File: src/rtl/uart_rx.sv
// UART receiver: 2-flop synchronized line, majority-of-three sampling per bit,
// optional even/odd parity, registered one-cycle result strobes.
module uart_rx #(
    parameter int PRESCALE = 8
) (
    input  logic       CLK,
    input  logic       RST,
    input  logic       RX_IN,
    input  logic       PAR_EN,
    input  logic       PAR_TYP,
    output logic [7:0] P_DATA,
    output logic       DATA_VALID,
    output logic       PAR_ERR,
    output logic       STP_ERR,
    output logic       BUSY
);
    localparam int CW = $clog2(PRESCALE);
    localparam logic [CW-1:0] C_LAST = CW'(PRESCALE - 1);
    localparam logic [CW-1:0] C_S0   = CW'(PRESCALE / 2 - 1);
    localparam logic [CW-1:0] C_S1   = CW'(PRESCALE / 2);
    localparam logic [CW-1:0] C_S2   = CW'(PRESCALE / 2 + 1);

    typedef enum logic [2:0] {
        IDLE      = 3'd0,
        START     = 3'd1,
        DATA      = 3'd2,
        PARITY    = 3'd3,
        STOP      = 3'd4,
        WAIT_HIGH = 3'd5
    } state_t;

    function automatic logic maj3(input logic [2:0] s);
        return (s[0] & s[1]) | (s[0] & s[2]) | (s[1] & s[2]);
    endfunction

    function automatic logic par8(input logic [7:0] d, input logic odd);
        return (^d) ^ odd;
    endfunction

    state_t          r_state, w_next;
    logic            r_sync1, r_rx_s;
    logic [CW-1:0]   r_cnt;
    logic [2:0]      r_bit_cnt;
    logic [2:0]      r_samp;
    logic [7:0]      r_shift;
    logic            r_par_en, r_par_typ, r_par_mis;
    logic [7:0]      r_p_data;
    logic            r_dv, r_pe, r_se, r_busy;

    logic            w_bit_end, w_maj;
    logic            w_start, w_shift_en, w_par_chk, w_dv, w_pe, w_se;

    assign w_bit_end = (r_cnt == C_LAST);
    assign w_maj     = maj3(r_samp);

    always_ff @(posedge CLK or posedge RST) begin
        if (RST) begin
            r_sync1 <= 1'b1;
            r_rx_s  <= 1'b1;
        end else begin
            r_sync1 <= RX_IN;
            r_rx_s  <= r_sync1;
        end
    end

    always_ff @(posedge CLK or posedge RST) begin
        if (RST) r_state <= IDLE;
        else     r_state <= w_next;
    end

    // A low line at the end of a good stop bit is the next start bit, so go
    // straight to START to keep back-to-back frames aligned.
    always_comb begin
        w_next     = r_state;
        w_start    = 1'b0;
        w_shift_en = 1'b0;
        w_par_chk  = 1'b0;
        w_dv       = 1'b0;
        w_pe       = 1'b0;
        w_se       = 1'b0;
        case (r_state)
            IDLE: begin
                if (!r_rx_s) begin
                    w_next  = START;
                    w_start = 1'b1;
                end else begin
                    w_next = IDLE;
                end
            end
            START: begin
                if (w_bit_end) w_next = w_maj ? IDLE : DATA;
                else           w_next = START;
            end
            DATA: begin
                if (w_bit_end) begin
                    w_shift_en = 1'b1;
                    if (r_bit_cnt == 3'd7) w_next = r_par_en ? PARITY : STOP;
                    else                   w_next = DATA;
                end else begin
                    w_next = DATA;
                end
            end
            PARITY: begin
                if (w_bit_end) begin
                    w_par_chk = 1'b1;
                    w_next    = STOP;
                end else begin
                    w_next = PARITY;
                end
            end
            STOP: begin
                if (w_bit_end) begin
                    if (w_maj) begin
                        w_pe = r_par_mis;
                        w_dv = ~r_par_mis;
                        if (!r_rx_s) begin
                            w_next  = START;
                            w_start = 1'b1;
                        end else begin
                            w_next = IDLE;
                        end
                    end else begin
                        w_se   = 1'b1;
                        w_pe   = r_par_mis;
                        w_next = WAIT_HIGH;
                    end
                end else begin
                    w_next = STOP;
                end
            end
            WAIT_HIGH: begin
                if (r_rx_s) w_next = IDLE;
                else        w_next = WAIT_HIGH;
            end
            default: w_next = IDLE;
        endcase
    end

    always_ff @(posedge CLK or posedge RST) begin
        if (RST) begin
            r_cnt     <= '0;
            r_bit_cnt <= 3'd0;
            r_samp    <= 3'b111;
            r_shift   <= 8'h00;
            r_par_en  <= 1'b0;
            r_par_typ <= 1'b0;
            r_par_mis <= 1'b0;
        end else begin
            if (w_start || r_state == IDLE || r_state == WAIT_HIGH || w_bit_end)
                r_cnt <= '0;
            else
                r_cnt <= r_cnt + CW'(1);
            if (r_cnt == C_S0) r_samp[0] <= r_rx_s;
            if (r_cnt == C_S1) r_samp[1] <= r_rx_s;
            if (r_cnt == C_S2) r_samp[2] <= r_rx_s;
            if (w_start) begin
                r_bit_cnt <= 3'd0;
                r_par_en  <= PAR_EN;
                r_par_typ <= PAR_TYP;
                r_par_mis <= 1'b0;
            end else begin
                if (w_shift_en) begin
                    r_bit_cnt <= r_bit_cnt + 3'd1;
                    r_shift   <= {w_maj, r_shift[7:1]};
                end
                if (w_par_chk) r_par_mis <= (par8(r_shift, r_par_typ) != w_maj);
            end
        end
    end

    always_ff @(posedge CLK or posedge RST) begin
        if (RST) begin
            r_p_data <= 8'h00;
            r_dv     <= 1'b0;
            r_pe     <= 1'b0;
            r_se     <= 1'b0;
            r_busy   <= 1'b0;
        end else begin
            if (w_dv) r_p_data <= r_shift;
            r_dv   <= w_dv;
            r_pe   <= w_pe;
            r_se   <= w_se;
            r_busy <= (w_next != IDLE);
        end
    end

    assign P_DATA     = r_p_data;
    assign DATA_VALID = r_dv;
    assign PAR_ERR    = r_pe;
    assign STP_ERR    = r_se;
    assign BUSY       = r_busy;
endmodule

File: config.mk
export PLATFORM = sky130hd
export DESIGN_NAME = uart_rx
export DESIGN_NICKNAME = d
export VERILOG_FILES = /design/src/rtl/uart_rx.sv
export SDC_FILE = /design/constraint.sdc
export NUM_CORES = 1
export LEC_CHECK = 0
export CORE_ASPECT_RATIO = 1.4
export CORE_MARGIN = 2
export CORE_UTILIZATION = 37
export DETAILED_ROUTE_END_ITERATION = 6
export PLACE_DENSITY_LB_ADDON = 0.1
export REMOVE_ABC_BUFFERS = 1
export SYNTH_ARGS = -nofsm -noshare
export SYNTH_HDL_FRONTEND = slang
export SYNTH_SLANG_ARGS = --single-unit
File: constraint.sdc
create_clock -name CLK -period 5 [get_ports CLK]
set_input_delay 1 -clock CLK [delete_from_list [all_inputs] [get_ports CLK]]
set_output_delay 1 -clock CLK [all_outputs]
set_load 0.01 [all_outputs]
==> impl_results.md, run 1 <==
- EDFF count, synth: 0
- Global route overflow: 0
- Detailed Route Iter0 Violations: 50
- GRT Total Usage: 13.2%
- Achievable Freq: 445 MHz
- Root buffer cell: clkbuf_8
- Clk buf depth: 2
- Port bufs: 16
- Via density: 4.73
- Drt pass-1 iters: 4
- Max-cap viol count: 0
- Critical path class: reg -> reg
- Async SR Flop Fraction: 100%
- Global placer's final weighted congestion: 0.808
- Hold_ws: 357 ps
- Cell count after synthesis: 151
- Via count: 1101
- Count of boundary I/O pins: 17
- WHS Path Cells: 0
- Worst Path Required: 5170 ps
- Startpoint types: flip-flop
- Post_cts resized: 0
- Status: complete, no violations
- Area growth, synth to finish: 19.2%
- Power Density: 445 nW/um2
- Die Y-Extent: 84.5 um
- Final setup TNS: 0 ps
- Drt total wl: 2.87 mm
- Synth area leaders: dfrtp_1 47%, mux2_2 9.2%, dfstp_2 7.7%
- HPWL Detailed: 2.02 mm
- # setup viols final: 0
- Mapped Area: 1710 um2
- Worst Tran Pin Value: 863 ps
- Most common cell in the synthesized netlist: nand2_1
- Yosys Warn Count: 0
- Max Slew Vio Count: 0
- DRC: 0
- Avg WL per Cell: 12.3 um
- Yosys cell types: 34
- Initial antenna violation count: 0
- Final Hold Viols: 0
- First-pass GRT wire length: 5.15 mm
- RSZ-0062 raised after global routing: false
- Share of layout cells above drive strength 1: 19.9%
- Final net count: 182
- Core Area: 4500 um2
- Antenna-violating nets left: 0
- Synth Flop Type: dfrtp_1
- Largest net degree at the start of global routing: 38
- Total die area: 5190 um2
- CTS buffer count: 5
- Crit path DAT: 2410 ps
- Clock skew: 4.22 ps
- Setup crit end kind: flip-flop
- Fin crit period: 2240 ps
- Worst vdd ir: 0.188 mV
- Fill cells: 447
- Final Non-Filler Cells: 233
- Clock sinks: 37
- Synth cell count leaders: 35 x nand2_1, 32 x dfrtp_1, 14 x mux2_2
- Leakage power: 0.941 nW
- Hold Path Class: reg -> reg
- Final period util: 44.9%
- Dpl cell area: 1920 um2
- Design Area, Final: 2040 um2
- Postcts setup bufs: 0
- Worst slew margin: 42.2%
- H-tree levels: 2
- Post-Route Utilization: 45.3%
- # diodes: 0
- Crit path max fanout: 14
- Reg2Reg Depth: 5
- CTS tree: built
- Die Wd: 61.5 um
- #FFs+latches synth: 37
- Sequential area share after synthesis: 54.5%
- Vias in the first global route: 1131
- Reg clk slew, reported paths: 70 ps
- CTS Hold Bufs: 0
- Initial Util: 38.0%
- Row count: 29
- Avg Cell Area, Syn: 11.3 um2
- Post-synth top area cell: dfrtp_1
- Yosys top cell area share: 46.8%
- Placed insts: 225
- Clock latency on the worst-skew pair: 280 ps
-- worst max-delay path, stage by stage (launching register included) --
cell     delay, ps
dfrtp_1        390
ha_1           190
ha_1           330
nand2_1        130
nor3_2         670
mux2_2         410
-- final timing paths --
path / to / slack, ps / from
setup / recovery: r_shift[1]$_DFFE_PP0P_ / 2760 / r_cnt[0]$_DFF_PP0_
min in group asynchronous: r_cnt[1]$_DFF_PP0_ / 1120 / RST
max in group asynchronous: r_samp[0]$_DFFE_PP1N_ / 3540 / RST
hold reg to reg: r_rx_s$_DFF_PP1_ / 360 / r_sync1$_DFF_PP1_
setup reg to reg: r_shift[1]$_DFFE_PP0P_ / 2760 / r_cnt[0]$_DFF_PP0_
hold / removal: r_rx_s$_DFF_PP1_ / 360 / r_sync1$_DFF_PP1_
-- sequential cells by signal (all words and copies together), names as in the netlist, 3 cells and up --
name	flops
r_bit_cnt	3
r_samp	3
P_DATA	8
r_cnt	3
r_shift	8
r_state	3
-- stage by stage --
| stage | worst slack [ps] | total power, mW |
|---|---|---|
| 5_1_grt | 2510 | 0.973 |
| 4_1_cts | 2690 | 0.926 |
| 2_1_floorplan | 2950 | 0.597 |
| 3_5_place_dp | 2710 | 0.656 |
| 3_3_place_gp | 2800 | 0.653 |
| 6_report | 2760 | 0.908 |
-- cell families (layout without fill, tap and decap cells) --
kind of cell,after synthesis,after routing,share of synthesized area [%]
mux,14,14,9.21
compound gates,12,12,5.48
buf+inv,12,32,3.51
fa+ha+maj,8,8,5.92
flops,37,37,54.5
simple gates,58,58,16.3
xor+xnor,10,10,5.12
-- report_power, final --
part | leakage, nW | switching [mW] | internal, mW
sequential | 0.483 | 0.0621 | 0.362
combinational | 0.400 | 0.101 | 0.121
clock | 0.0585 | 0.0994 | 0.163
-- cells in the final DEF, fill, tap and decap left out, types with 2 or more instances in the layout --
cell and instances:
dfstp_2 5, mux2_2 14, nor2_1 7, ha_1 7, clkdlybuf4s50_1 16, nand2_1 35, nand2b_1 4, o21ai_0 3
o22ai_1 3, xnor2_1 7, xor2_1 3, inv_1 6, nor2b_1 2, clkbuf_8 6, dfrtp_1 32
-- metal layers --
layer	wire length, um	vias up	track usage (%)
met5	0	-	0
li1	-	535	-
met4	27	0	5.42
met1	1150	538	15.8
met3	101	4	3.24
met2	1590	24	21.8
-- final cells by class --
class                   count  area, um2  share of cell area [%]
multi-input cells         102        719                    35.3
clock inverters             1       30.0                    1.47
flip-flops and latches     37        932                    45.7
clock buffers               7       86.3                    4.23
inverters                   7       26.3                    1.29
well taps                  62       77.6                    3.80
repair buffers             17        168                    8.22
No activity file was read; power rests on OpenSTA's default activity.
==> inputs of run 2 (changes only) <==
==> constraint.sdc (replaced) <==
create_clock -name CLK -period 2.3 [get_ports CLK]
set_input_delay 0.46 -clock CLK [delete_from_list [all_inputs] [get_ports CLK]]
set_output_delay 0.46 -clock CLK [all_outputs]
set_load 0.01 [all_outputs]
==> impl_results.md, run 2 (synthesized netlist as in run 1, its figures left out) <==
- Status: complete, no violations (unchanged)
- GRT Total Usage: 13.8% (was 13.2%)
- Vias in the first global route: 1226 (was 1131)
- Max-cap viol count: 0 (unchanged)
- Worst r2r dst: BUSY$_DFF_PP0_ (was r_shift[1]$_DFFE_PP0P_)
- Worst vdd ir: 0.429 mV (was 0.188 mV)
- Fill cells: 468 (was 447)
- Initial Util: 38.0% (unchanged)
- Global route overflow: 0 (unchanged)
- Die Wd: 61.5 um (unchanged)
- CTS buffer count: 5 (unchanged)
- Die Y-Extent: 84.5 um (unchanged)
- Startpoint types: flip-flop (unchanged)
- Setup crit end kind: flip-flop (unchanged)
- Critical path class: reg -> reg (unchanged)
- Final Hold Viols: 0 (unchanged)
- Via density: 4.76 (was 4.73)
- Multi-input gate area: 719 um2 (unchanged)
- Crit-path leading delay family: compound AO/OA/AOI/OAI gates (was simple AND/OR/NAND/NOR gates)
- CTS tree: built (unchanged)
- Post_cts resized: 0 (unchanged)
- Share of layout cells above drive strength 1: 21.3% (was 19.9%)
- Initial antenna violation count: 0 (unchanged)
- First-pass GRT wire length: 5.44 mm (was 5.15 mm)
- Setup slack, reg-to-reg: 250 ps (was 2760 ps)
- Postcts setup bufs: 0 (unchanged)
- Count of boundary I/O pins: 17 (unchanged)
- Crit path max fanout: 4 (was 14)
- Power Density: 907 nW/um2 (was 445 nW/um2)
- Reg2reg start: r_cnt[0]$_DFF_PP0_ (unchanged)
- Reg2Reg Depth: 7 (was 5)
- HPWL Detailed: 2.09 mm (was 2.02 mm)
- Max Slew Vio Count: 0 (unchanged)
- DRC: 0 (unchanged)
- Core Area: 4500 um2 (unchanged)
- Hold_sp: r_sync1$_DFF_PP1_ (unchanged)
- Via count: 1123 (was 1101)
- Reg clk slew, reported paths: 70 ps (about the same)
- # diodes: 0 (unchanged)
- Final Non-Filler Cells: 236 (was 233)
- Port bufs: 16 (unchanged)
- Placed insts: 228 (was 225)
- Total die area: 5190 um2 (unchanged)
- Most frequent cells in the layout: 35 x nand2_1, 32 x dfrtp_1, 16 x clkdlybuf4s50_1, 14 x mux2_2 (unchanged)
- Worst slew margin: 69.6% (was 42.2%)
- Clock sinks: 37 (unchanged)
- CTS Hold Bufs: 0 (unchanged)
- CP Buf/Inv Count: 0 (unchanged)
- Root buffer cell: clkbuf_8 (unchanged)
- Achievable Freq: 489 MHz (was 445 MHz)
- Global placer's final weighted congestion: 0.819 (was 0.808)
- Area growth, synth to finish: 18.5% (was 19.2%)
- H-tree levels: 2 (unchanged)
- WHS Path Cells: 0 (unchanged)
- Row count: 29 (unchanged)
- # setup viols final: 0 (unchanged)
- Clock skew: 5.06 ps (was 4.22 ps)
- Hold Path Class: reg -> reg (unchanged)
- Clock latency on the worst-skew pair: 290 ps (was 280 ps)
- Antenna-violating nets left: 0 (unchanged)
- Register area: 932 um2 (unchanged)
- Slowest cell on crit path: dfrtp_1 (was nor3_2)
- Drt total wl: 2.96 mm (was 2.87 mm)
- Hold EP: r_rx_s$_DFF_PP1_ (unchanged)
- Fin crit period: 2050 ps (was 2240 ps)
- Leakage power: 0.942 nW (was 0.941 nW)
- Largest net degree at the start of global routing: 38 (unchanged)
- Commonest non-fill, non-tap cell in the layout: nand2_1 (unchanged)
- RSZ-0062 raised after global routing: false (unchanged)
- Final setup TNS: 0 ps (unchanged)
- Drt pass-1 iters: 4 (unchanged)
- Slowest stage delay, CP: 410 ps (was 670 ps)
- Worst Tran Pin Value: 456 ps (was 863 ps)
- Cell mode on critical path: ha_1 (unchanged)
- Crit path DAT: 2210 ps (was 2410 ps)
- Avg WL per Cell: 12.5 um (was 12.3 um)
- Worst Path Required: 2470 ps (was 5170 ps)
- Crit-path cells: ha_1 -> ha_1 -> nor2b_4 -> a41oi_2 -> o22ai_1 -> a221o_1 -> or3_1 (was ha_1 -> ha_1 -> nand2_1 -> nor3_2 -> mux2_2)
- Clk buf depth: 2 (unchanged)
- Detailed Route Iter0 Violations: 40 (was 50)
- Final net count: 185 (was 182)
- Final period util: 89.0% (was 44.9%)
## run 2: layout make-up
cell class,instances,area share (%)
Clock buffer,6,3.58
Clock inverter,2,0.494
Inverter,7,1.30
Multi-Input combinational cell,102,35.5
Sequential cell,37,46.0
Tap cell,62,3.82
Timing Repair Buffer,20,9.38
## run 2: where the power goes
part | internal, mW | leakage (nW) | total (mW) | switching (mW)
Sequential | 0.787 | 0.483 | 0.924 | 0.137
Combinational | 0.265 | 0.415 | 0.481 | 0.217
Clock | 0.210 | 0.0450 | 0.434 | 0.224
Total | 1.26 | 0.942 | 1.84 | 0.577
## run 2: worst reg2reg max path, delay by kind of cell (launching register included)
kind                     cells  cell delay (ps)
AO/OA/AOI/OAI                3              590
adder cells (fa/ha/maj)      2              430
flip-flops                   1              410
AND/OR/NAND/NOR              2              500
## run 2: per-layer routing
metal / vias up / share of wire [%] / track usage (%) / routed length [um]
met4: 0 / 2.5 / 6.77 / 74
li1: 538 / - / - / -
met3: 7 / 2.8 / 3.85 / 82
met1: 562 / 41 / 15.3 / 1200
met5: - / 0 / 0 / 0
met2: 16 / 54 / 23.2 / 1600
## run 2: stage by stage
stage | total power [mW] | instance area, um2 | util, % | setup slack, ps | hold WS, ps
detailed placement | 1.43 | 1950 | 43.2 | 265 | 348
finish | 1.84 | 2030 | 45.1 | 254 | 357
floorplan | 1.30 | 1680 | - | 254 | 345
CTS | 1.87 | 2030 | 45.1 | 252 | 359
global placement | 1.41 | 1950 | 43.2 | 304 | 346
global route | 1.97 | 2030 | 45.1 | 171 | 371
## run 2: worst max path at each step
stage                             startpoint             end  slack [ps]  cells after the start
after floorplan           r_cnt[0]$_DFF_PP0_  BUSY$_DFF_PP0_         250                      7
after global placement    r_cnt[0]$_DFF_PP0_  BUSY$_DFF_PP0_         300                      7
after detailed placement  r_cnt[0]$_DFF_PP0_  BUSY$_DFF_PP0_         270                      7
after CTS                 r_cnt[0]$_DFF_PP0_  BUSY$_DFF_PP0_         250                      7
after global routing      r_cnt[0]$_DFF_PP0_  BUSY$_DFF_PP0_         170                      7
final                     r_cnt[0]$_DFF_PP0_  BUSY$_DFF_PP0_         250                      7
==> inputs of run 3 (changes only) <==
--- a/config.mk
+++ b/config.mk
@@ -7,10 +7,12 @@
 export LEC_CHECK = 0
 export CORE_ASPECT_RATIO = 1.4
 export CORE_MARGIN = 2
-export CORE_UTILIZATION = 37
+export CORE_UTILIZATION = 50
 export DETAILED_ROUTE_END_ITERATION = 6
+export GPL_TIMING_DRIVEN = 1
 export PLACE_DENSITY_LB_ADDON = 0.1
 export REMOVE_ABC_BUFFERS = 1
+export SKIP_LAST_GASP = 1
 export SYNTH_ARGS = -nofsm -noshare
 export SYNTH_HDL_FRONTEND = slang
 export SYNTH_SLANG_ARGS = --single-unit
==> impl_results.md, run 3 (synthesized netlist as in run 1, its figures left out) <==
- Worst Path Required: 2470 ps (about the same)
- Power Density: 926 nW/um2 (was 907 nW/um2)
- Via count: 1097 (was 1123)
- Clock latency on the worst-skew pair: 290 ps (about the same)
- Final Hold Viols: 0 (unchanged)
- Clk buf depth: 2 (unchanged)
- Global route overflow: 0 (unchanged)
- Most frequent cells in the layout: 35 x nand2_1, 32 x dfrtp_1, 16 x clkdlybuf4s50_1, 14 x mux2_2 (unchanged)
- Clock power frac: 23.4% (was 23.6%)
- Leakage power: 0.943 nW (was 0.942 nW)
- Vias in the first global route: 1205 (was 1226)
- HPWL Detailed: 2.14 mm (was 2.09 mm)
- Final setup TNS: 0 ps (unchanged)
- H-tree levels: 2 (unchanged)
- Total power: 1.86 mW (was 1.84 mW)
- Port bufs: 16 (unchanged)
- Power share of the combinational group: 26.9% (was 26.2%)
- Largest net degree at the start of global routing: 24 (was 38)
- Sw Share: 31.9% (was 31.4%)
- Achievable Freq: 488 MHz (was 489 MHz)
- Setup crit end kind: flip-flop (unchanged)
- Crit-path leading delay family: compound AO/OA/AOI/OAI gates (unchanged)
- Die Y-Extent: 73.2 um (was 84.5 um)
- CTS Hold Bufs: 0 (unchanged)
- P_sw: 592 uW (was 577 uW)
- Antenna-violating nets left: 0 (unchanged)
- Dpl cell area: 1920 um2 (was 1950 um2)
- Worst vdd ir: 0.561 mV (was 0.429 mV)
- Status: complete, no violations (unchanged)
- Die Wd: 53.5 um (was 61.5 um)
- Commonest non-fill, non-tap cell in the layout: nand2_1 (unchanged)
- Total die area: 3910 um2 (was 5190 um2)
- Detailed Route Iter0 Violations: 38 (was 40)
- Initial Util: 51.6% (was 38.0%)
- Drt total wl: 3.00 mm (was 2.96 mm)
- Fin crit period: 2050 ps (about the same)
- Crit-path cells: ha_1 -> ha_1 -> nor2b_4 -> a41oi_2 -> o22ai_1 -> a221o_1 -> or3_1 (unchanged)
- Critical path class: reg -> reg (unchanged)
- Root buffer cell: clkbuf_8 (unchanged)
- # diodes: 0 (unchanged)
- Final net count: 184 (was 185)
- Post_cts resized: 0 (unchanged)
- Sequential power share: 49.8% (was 50.2%)
- Count of boundary I/O pins: 17 (unchanged)
- Global placer's final weighted congestion: 0.778 (was 0.819)
- GRT Total Usage: 19.5% (was 13.8%)
- CTS buffer count: 5 (unchanged)
- Cell mode on critical path: ha_1 (unchanged)
- Reg clk slew, reported paths: 70 ps (about the same)
- Crit path max fanout: 4 (unchanged)
- Clock sinks: 37 (unchanged)
- Row count: 25 (was 29)
- Drt pass-1 iters: 4 (unchanged)
- Hold_ws: 358 ps (was 357 ps)
- DRC: 0 (unchanged)
- CP Buf/Inv Count: 0 (unchanged)
- Via density: 5.15 (was 4.76)
- Hold Path Class: reg -> reg (unchanged)
- Clock skew: 5.95 ps (was 5.06 ps)
- Slowest cell on crit path: dfrtp_1 (unchanged)
- Avg WL per Cell: 14.1 um (was 12.5 um)
- Area growth, synth to finish: 17.2% (was 18.5%)
- CTS tree: built (unchanged)
- Worst slew margin: 59.9% (was 69.6%)
- Final period util: 89.2% (was 89.0%)
- Design Area, Final: 2010 um2 (was 2030 um2)
- First-pass GRT wire length: 5.30 mm (was 5.44 mm)
- Core Area: 3320 um2 (was 4500 um2)
- Startpoint types: flip-flop (unchanged)
- # setup viols final: 0 (unchanged)
- Slowest stage delay, CP: 420 ps (was 410 ps)
- RSZ-0062 raised after global routing: false (unchanged)
- Max Slew Vio Count: 0 (unchanged)
- Initial antenna violation count: 0 (unchanged)
- Worst Tran Pin Value: 600 ps (was 456 ps)
- Share of layout cells above drive strength 1: 20.8% (was 21.3%)
- Cell-internal power: 1.27 mW (was 1.26 mW)
- Postcts setup bufs: 0 (unchanged)
- Crit path DAT: 2220 ps (was 2210 ps)
- Max-cap viol count: 0 (unchanged)
[run 3: cell count changes in the layout (fill, tap and decap cells not counted)]
cell,change
buf_4,-2
buf_12,+1
[run 3: layout make-up]
class | count | area (um2)
Tap cell | 40 | 50.0
Multi-Input combinational cell | 102 | 719
Clock inverter | 2 | 10.0
Sequential cell | 37 | 932
Fill cell | 296 | 1310
Clock buffer | 6 | 72.6
Inverter | 7 | 26.3
Timing Repair Buffer | 19 | 195
[run 3: metal layers]
| layer | vias up | wire length [um] | track usage, % |
|---|---|---|---|
| li1 | 536 | - | - |
| met1 | 535 | 1180 | 21.0 |
| met2 | 16 | 1610 | 31.6 |
| met3 | 10 | 100 | 6.76 |
| met4 | 0 | 105 | 12.3 |
| met5 | - | 0 | 0 |
[run 3: stage by stage]
stage | setup slack [ps] | utilization [%] | cells
final | 249 | 60.5 | 213
after global routing | 131 | 60.5 | 213
after global placement | 303 | 58.0 | 205
after detailed placement | 264 | 58.0 | 205
after floorplan | 254 | - | 146
after CTS | 246 | 60.5 | 213
[run 3: path summary, 6_finish.rpt]
kind,startpoint,endpoint,slack [ps],cells past startpoint
setup / recovery,r_cnt[0]$_DFF_PP0_,BUSY$_DFF_PP0_,250,7
hold / removal,r_sync1$_DFF_PP1_,r_rx_s$_DFF_PP1_,360,0
setup reg to reg,r_cnt[0]$_DFF_PP0_,BUSY$_DFF_PP0_,250,7
hold reg to reg,r_sync1$_DFF_PP1_,r_rx_s$_DFF_PP1_,360,0
max in group asynchronous,RST,r_bit_cnt[0]$_DFFE_PP0P_,1240,3
min in group asynchronous,RST,r_cnt[1]$_DFF_PP0_,530,2
[run 3: power by group through the flow]
| stage | combinational, mW | clock (mW) | sequential [mW] |
|---|---|---|---|
| after floorplan | 0.395 | 0 | 0.903 |
| after global placement | 0.478 | 0 | 0.926 |
| after detailed placement | 0.500 | 0 | 0.939 |
| after CTS | 0.508 | 0.452 | 0.926 |
| after global routing | 0.569 | 0.482 | 0.945 |
| final | 0.499 | 0.434 | 0.925 |
